$ cat config.mk
export PLATFORM = sky130hd
export DESIGN_NAME = vga_char_timing
export DESIGN_NICKNAME = d
export VERILOG_FILES = /design/src/rtl/vga_char_timing.sv
export SDC_FILE = /design/constraint.sdc
export NUM_CORES = 1
export LEC_CHECK = 0
export BUFFER_PORTS_ARGS = -buffer_cell sky130_fd_sc_hd__buf_2
export CORE_AREA = 2 2 147 149
export CTS_CLUSTER_SIZE = 14
export DETAILED_ROUTE_END_ITERATION = 10
export DIE_AREA = 0 0 149 151
export GPL_TIMING_DRIVEN = 0
export PLACE_DENSITY = 0.39
export SYNTH_ARGS = -nofsm -noshare
export SYNTH_HDL_FRONTEND = slang
export SYNTH_SLANG_ARGS = --single-unit
$ cat constraint.sdc
create_clock -name pclk -period 3.15 [get_ports pclk]
set_clock_uncertainty 0.05 [all_clocks]
set_input_delay 0.63 -clock pclk [delete_from_list [all_inputs] [get_ports pclk]]
set_output_delay 0.63 -clock pclk [all_outputs]
set_load 0.01 [all_outputs]
$ cat src/rtl/vga_char_timing.sv
// vga_char_timing
//   Parametrised VGA timing and text-mode character-cell generator. The
//   address stage generates the pixel coordinate, the character cell and the
//   position inside the cell for the current pixel. Sync, valid and colour are
//   delayed by PIPE_LAT enabled cycles plus one output register, so that they
//   line up with a char-RAM/font-ROM fetch path that returns vga_data.
//
// Ports
//   pclk        pixel clock, rising edge
//   reset_n     asynchronous active-low reset
//   pclk_en     advance enable; all state holds while low
//   vga_data    {R,G,B} for the pixel addressed PIPE_LAT enabled cycles ago
//   h_addr/v_addr   active pixel coordinate (0 outside the active area)
//   h_char/v_char   character column/row
//   h_font/v_font   pixel/line inside the character cell
//   addr_valid  current address lies inside the active area
//   line_start  pulse on the first pixel of each line (0 while frozen)
//   frame_start pulse on pixel (0,0) (0 while frozen)
//   hsync/vsync delayed syncs
//   valid       delayed active flag
//   vga_r/g/b   colour, zero when not valid
module vga_char_timing #(
  parameter int H_ACTIVE  = 640,
  parameter int H_FP      = 16,
  parameter int H_SYNC    = 96,
  parameter int H_BP      = 48,
  parameter int V_ACTIVE  = 480,
  parameter int V_FP      = 10,
  parameter int V_SYNC    = 2,
  parameter int V_BP      = 33,
  parameter int HSYNC_POL = 0,
  parameter int VSYNC_POL = 0,
  parameter int CHAR_W    = 9,
  parameter int CHAR_H    = 16,
  parameter int PIPE_LAT  = 2,
  parameter int ADDR_W    = 10
) (
  input  logic              pclk,
  input  logic              reset_n,
  input  logic              pclk_en,
  input  logic [11:0]       vga_data,
  output logic [ADDR_W-1:0] h_addr,
  output logic [ADDR_W-1:0] v_addr,
  output logic [6:0]        h_char,
  output logic [4:0]        v_char,
  output logic [3:0]        h_font,
  output logic [3:0]        v_font,
  output logic              addr_valid,
  output logic              line_start,
  output logic              frame_start,
  output logic              hsync,
  output logic              vsync,
  output logic              valid,
  output logic [3:0]        vga_r,
  output logic [3:0]        vga_g,
  output logic [3:0]        vga_b
);

  localparam int H_TOTAL = H_ACTIVE + H_FP + H_SYNC + H_BP;
  localparam int V_TOTAL = V_ACTIVE + V_FP + V_SYNC + V_BP;
  // One spare bit so that the sync-end compare value always fits
  localparam int XW = $clog2(H_TOTAL + 1);
  localparam int YW = $clog2(V_TOTAL + 1);

  localparam logic [XW-1:0] X_LAST = XW'(H_TOTAL - 1);
  localparam logic [XW-1:0] X_ACT  = XW'(H_ACTIVE);
  localparam logic [XW-1:0] X_HS0  = XW'(H_ACTIVE + H_FP);
  localparam logic [XW-1:0] X_HS1  = XW'(H_ACTIVE + H_FP + H_SYNC);
  localparam logic [YW-1:0] Y_LAST = YW'(V_TOTAL - 1);
  localparam logic [YW-1:0] Y_ACT  = YW'(V_ACTIVE);
  localparam logic [YW-1:0] Y_VS0  = YW'(V_ACTIVE + V_FP);
  localparam logic [YW-1:0] Y_VS1  = YW'(V_ACTIVE + V_FP + V_SYNC);
  localparam logic [3:0]    HF_LAST = 4'(CHAR_W - 1);
  localparam logic [3:0]    VF_LAST = 4'(CHAR_H - 1);
  localparam logic          HS_ON = (HSYNC_POL != 0);
  localparam logic          VS_ON = (VSYNC_POL != 0);
  // {hsync, vsync, valid} with both syncs idle and no video
  localparam logic [2:0]    FLAGS_IDLE = {~HS_ON, ~VS_ON, 1'b0};

  logic [XW-1:0] x_cnt, x_nxt;
  logic [YW-1:0] y_cnt, y_nxt;
  logic [3:0]    hf_cnt, hf_nxt, vf_cnt, vf_nxt;
  logic [6:0]    hc_cnt, hc_nxt;
  logic [4:0]    vc_cnt, vc_nxt;
  logic          act_nxt;
  logic          line_start_q, frame_start_q;
  logic          hs_raw, vs_raw;
  logic [2:0]    flags_raw, flags_dly;

  // Character counters run alongside x/y and restart at every line/frame,
  // so a partial last cell never needs a divider to resolve.
  always_comb begin
    x_nxt  = x_cnt + 1'b1;
    y_nxt  = y_cnt;
    hf_nxt = hf_cnt + 1'b1;
    hc_nxt = hc_cnt;
    vf_nxt = vf_cnt;
    vc_nxt = vc_cnt;
    if (hf_cnt == HF_LAST) begin
      hf_nxt = '0;
      hc_nxt = hc_cnt + 1'b1;
    end
    if (x_cnt == X_LAST) begin
      x_nxt  = '0;
      hf_nxt = '0;
      hc_nxt = '0;
      y_nxt  = y_cnt + 1'b1;
      vf_nxt = vf_cnt + 1'b1;
      if (vf_cnt == VF_LAST) begin
        vf_nxt = '0;
        vc_nxt = vc_cnt + 1'b1;
      end
      if (y_cnt == Y_LAST) begin
        y_nxt  = '0;
        vf_nxt = '0;
        vc_nxt = '0;
      end
    end
    act_nxt = (x_nxt < X_ACT) && (y_nxt < Y_ACT);
  end

  always_ff @(posedge pclk or negedge reset_n) begin
    if (!reset_n) begin
      x_cnt         <= '0;
      y_cnt         <= '0;
      hf_cnt        <= '0;
      hc_cnt        <= '0;
      vf_cnt        <= '0;
      vc_cnt        <= '0;
      h_addr        <= '0;
      v_addr        <= '0;
      h_char        <= '0;
      v_char        <= '0;
      h_font        <= '0;
      v_font        <= '0;
      addr_valid    <= 1'b1;
      line_start_q  <= 1'b1;
      frame_start_q <= 1'b1;
    end else if (pclk_en) begin
      x_cnt         <= x_nxt;
      y_cnt         <= y_nxt;
      hf_cnt        <= hf_nxt;
      hc_cnt        <= hc_nxt;
      vf_cnt        <= vf_nxt;
      vc_cnt        <= vc_nxt;
      addr_valid    <= act_nxt;
      h_addr        <= act_nxt ? ADDR_W'(x_nxt) : '0;
      v_addr        <= act_nxt ? ADDR_W'(y_nxt) : '0;
      h_char        <= act_nxt ? hc_nxt : '0;
      v_char        <= act_nxt ? vc_nxt : '0;
      h_font        <= act_nxt ? hf_nxt : '0;
      v_font        <= act_nxt ? vf_nxt : '0;
      line_start_q  <= (x_nxt == '0);
      frame_start_q <= (x_nxt == '0) && (y_nxt == '0);
    end
  end

  // Pulses are suppressed while frozen so a stalled pixel is not counted twice
  assign line_start  = line_start_q & pclk_en;
  assign frame_start = frame_start_q & pclk_en;

  assign hs_raw    = ((x_cnt >= X_HS0) && (x_cnt < X_HS1)) ? HS_ON : ~HS_ON;
  assign vs_raw    = ((y_cnt >= Y_VS0) && (y_cnt < Y_VS1)) ? VS_ON : ~VS_ON;
  assign flags_raw = {hs_raw, vs_raw, addr_valid};

  generate
    if (PIPE_LAT == 0) begin : g_no_pipe
      assign flags_dly = flags_raw;
    end else begin : g_pipe
      logic [2:0] pipe_q [PIPE_LAT];
      always_ff @(posedge pclk or negedge reset_n) begin
        if (!reset_n) begin
          for (int i = 0; i < PIPE_LAT; i++) pipe_q[i] <= FLAGS_IDLE;
        end else if (pclk_en) begin
          pipe_q[0] <= flags_raw;
          for (int i = 1; i < PIPE_LAT; i++) pipe_q[i] <= pipe_q[i-1];
        end
      end
      assign flags_dly = pipe_q[PIPE_LAT-1];
    end
  endgenerate

  always_ff @(posedge pclk or negedge reset_n) begin
    if (!reset_n) begin
      hsync <= ~HS_ON;
      vsync <= ~VS_ON;
      valid <= 1'b0;
      vga_r <= '0;
      vga_g <= '0;
      vga_b <= '0;
    end else if (pclk_en) begin
      hsync <= flags_dly[2];
      vsync <= flags_dly[1];
      valid <= flags_dly[0];
      {vga_r, vga_g, vga_b} <= flags_dly[0] ? vga_data : 12'h000;
    end
  end

endmodule

## Word-level counts from Yosys, hierarchy flattened

Cells that the tools add are included.

- Register bits after elaboration: 104
- Bits of input ports: 15
- Output and inout bits: 58
- Logic and storage cells: 69

- Add/sub/neg operators: 6
- Magnitude comparators: 6
- Equal/unequal tests: 4
- Muxes and demuxes: 22
- Bitwise operators: 2
- Reduce and logical (&&, ||, !) cells: 6

Operators with widths:

| operator | number |
|---|---|
| $mux 10 | 5 |
| $mux 4 | 7 |
| $mux 7 | 3 |
| $add 10x1->10 const B | 2 |
| $eq 10x10->1 const B | 2 |
| $logic_not 10->1 | 2 |
| $lt 10x10->1 const B | 2 |
| $lt 10x9->1 const B | 2 |
| $mux 5 | 4 |
| $mux 12 | 1 |
| $ge 10x10->1 const B | 1 |
| $ge 10x9->1 const B | 1 |
| $add 4x1->4 const B | 2 |
| $eq 4x4->1 const B | 2 |
| $add 7x1->7 const B | 1 |
| $add 5x1->5 const B | 1 |
| $logic_and 1x1->1 | 4 |
| $and 1x1->1 | 2 |
| $mux 1 | 2 |

## Depth between registers and ports, before layout

- Depth in word-level cells: 6
- Gate-level depth with buffers: 10
- Mapped depth without buffers: 8

## Least setup slack after synthesis

No wires, ideal clock.

- Path type: register -> register
- From: register x_cnt[0]
- To: register h_addr[4]
- Setup time: 0.148 ns
- Arrival time: 2.436 ns
- Data required time: 2.952 ns
- Setup slack: 0.516 ns
- Cell stages (with the launch flop): 9
- Path buffers: 1
- Clock period less this slack: 2.634 ns
- Cells stage by stage: dfrtp_1 > ha_1 > nand3_1 > or4_4 > or4_1 > a21oi_1 > a311o_1 > buf_6 > o32ai_2

- Cells in the longest elaborated chain, start to end: 5
- Elaborated cells on any way between the ends: 8
- Those cells by class: 1 x add/sub; 2 x order compare; 1 x eq/ne; 3 x mux; 1 x reduce/logical

Ends and longest elaborated chain:

| item | line | source |
|---|---|---|
| start, declared | 80 | `logic [XW-1:0] x_cnt, x_nxt;` |
| start signal, assigned | 140 | `x_cnt <= x_nxt;` |
| $add 10x1->10 or $eq 10x10->1 (tied branches) | 93, 103 |  |
| $mux 10 | 103 | `if (x_cnt == X_LAST) begin` |
| $lt 10x10->1 or $lt 10x9->1 (tied branches) | 119 | `act_nxt = (x_nxt < X_ACT) && (y_nxt < Y_ACT);` |
| $logic_and 1x1->1 | 119 |  |
| $mux 10 (*) | 147 | `h_addr <= act_nxt ? ADDR_W'(x_nxt) : '0;` |
| end signal, assigned | 147 |  |
| end, declared | 42 | `output logic [ADDR_W-1:0] h_addr,` |

Every way passes the cells marked *; elsewhere a longest branch is shown, timed or not.
A chain may end at the register's enable or synchronous reset.

## Worst setup path after layout

Same ends and word-level chain as after synthesis.

==> impl_results.md <==
* H-tree depth at 3
* Cell taking the most area after synthesis: dfrtp_1
* Final setup vio count at 0
* DR pass1 iterations at 4
* PwrDens at 631 nW/um^2
* Clock sinks at 104
* Worst EP arrival at 3.15 ns
* Synth top area share at 0.460
* Layer with the highest usage: met2
* Avg Synthesized Cell Area at 9.59 sq um
* Commonest non-fill, non-tap cell in the layout: dfrtp_1
* Relative slew margins at 0.313
* Mapped Area at 5170 sq um
* Final Total Pwr at 0.00392 W
* Global placement routability congestion at 0.843
* Peak supply drop at 0.301 mV
* Synth unique cells at 52
* Number of cells produced by synthesis at 539
* WL/cell at 16.2 um
* Startpoint Class: flip-flop
* Ports at 73
* Clk slew on worst S/H paths at 0.07 ns
* Root buffer cell: clkbuf_16
* Max cap viols at 0
* Commonest cells after routing, fill and taps aside: 95 x dfrtp_1, 82 x inv_1, 74 x buf_2, 51 x nand2_1, 50 x o21ai_0
* Worst-path maximum fanout at 10
* GRT overflow at 0
* Via total after detailed routing at 4,080
* Status: finished clean
* Syn_nets at 564
* Sequential share of the synthesized area at 0.506
* R2R Path Start: x_cnt[0]
* Total global-route track usage at 0.136
* Worst-margin pin slew at 1.02 ns
* CTS Buf Count at 9
* Post-synth EDFFs at 0
* DR iter-0 viols at 238
* GR Layer Usage met2 at 0.219
* M1 GR Usage at 0.188
* Row cnt at 53
* DRT Wirelength at 14,600 um
* Global-route wire length before repair at 23,600 um
* Diode count at 0
* Initial antenna violation count at 0
* Period utilisation layout at 0.934
* Die area at 22,500 sq um
* Hold slack at 0.0634 ns
* Vias/cell at 4.52
* Die H at 151 um
* Fin. Hold Viols at 0
* Largest net degree at the start of global routing at 86
* CTS tree: done
* RSZ-0062 raised after global routing: no
* Starting Density at 0.248
* Core area at 20,800 sq um
* Clock latency on the worst-skew pair at 0.35 ns
* Seq cells post-synth at 104
* Layout fillers at 2,220
* CP Launch Point: x_cnt[0]
* Lkg Pwr at 2.71 nW
* Clk buf depth at 2
* I/O Buffers at 72
* Layout area overhead at 20.1%
* Slew Viols, Final at 0
* Ys Warns at 0
* Critical path type: flip-flop to flip-flop
* Largest cells by area after synthesis: dfrtp_1 46%, inv_1 6.0%, o21ai_0 4.8%
* Dpl hpwl at 10,400 um
* Nets@finish at 647
* Worst Hold Class: input pin to async pin
* CP endpoint kind: flip-flop
* Vias in the first global route at 4,136
* Crit path time final at 2.94 ns
* Async set-reset flop share out of synthesis at 1.00
* Max Freq at 340 MHz
* Die X at 149 um
* Share of cells above drive strength 1 at 0.206
* Met3 usage at 0.0262
* Most used DFF post-synth: dfrtp_1
* DR DRC count at 0
* Crit path required time at 3.36 ns
* Remaining antenna violation count at 0
[synth_stat cells (all sizes together), types with 5 or more instances]
library cell	instances
o21ai	51
nand2b	6
clkbuf	26
dfrtp	95
o22ai	35
nor3	6
o32ai	9
mux2	8
nor2	9
nand3	28
inv	82
buf	11
ha	10
xnor2	28
a21oi	7
nand2	51
dfstp	9
nand4	9
and2	6
and4	5
[where the power goes]
part	leakage, nW	switching, W	internal [W]
registers	1.32	0.000198	0.00159
logic	1.24	0.000581	0.000412
clock network	0.143	0.000519	0.000618
[final cells by class]
cell class / count / area [sq um] / area share
clock inverter: 5 / 57.6 / 0.00927
buffer: 36 / 158 / 0.0254
multi-input combinational: 316 / 2100 / 0.338
inverter: 82 / 308 / 0.0496
clock buffer: 11 / 233 / 0.0375
timing repair buffer: 73 / 394 / 0.0635
tap: 275 / 344 / 0.0554
sequential: 104 / 2610 / 0.421
[worst paths after layout]
kind	endpoint	slack, ns	cells after the start
max	h_addr[4]	0.21	8
min	h_font[3]	0.06	1
max reg2reg	h_addr[4]	0.21	8
min reg2reg	line_start_q	0.42	2
max in group asynchronous	hsync	2.24	2
min in group pclk	line_start_q	0.42	2
[through the flow]
stage	worst slack (ns)	TNS, ns	cells	cell area [sq um]	util
final	0.206	0	902	6210	0.298
after detailed placement	-0.174	-5.87	887	5910	0.284
after floorplan	0.516	0	539	5170	-
after global routing	0.0110	0	902	6210	0.298
after CTS	0.0227	0	903	6200	0.298
after global placement	-0.172	-5.55	886	5870	0.282
[registers in the layout, summed over array words and instances, names as in the netlist, 5 cells and up]
name	cells
h_addr	10
h_char	7
hc_cnt	7
v_addr	10
v_char	5
vc_cnt	5
x_cnt	10
y_cnt	10
[cell families after synthesis]
family                     Yosys count  share of synthesized area
and+or+nand+nor                    141                      0.142
AOI/OAI and AO/OA                  123                      0.162
buffers and inverters              119                     0.0908
DFF                                104                      0.506
xor gates and xnor gates            31                     0.0525
muxes                               11                     0.0232
adders and majority gates           10                     0.0242
[per-layer routing]
metal | routed length, um | share of wire
met4 | 57 | 0.0039
met1 | 7200 | 0.49
met5 | 0 | 0
met3 | 481 | 0.033
met2 | 6890 | 0.47
[timing repair]
action | CTS | global route
gates resized for setup | 2 | 3
hold buffers | 0 | 0
setup endpoints to repair | 40 | 44
setup buffers | 0 | 0
pin swaps | 0 | 0
[worst max-delay path, stage by stage (launching register included)]
cell and delay (ns):
dfrtp_1 0.44, ha_2 0.31, nand3_2 0.20, or4_4 0.57
o31ai_1 0.28, a21oi_2 0.13, a311o_2 0.41, buf_6 0.19
o32ai_2 0.27
Power figures use the tool's default switching activity.
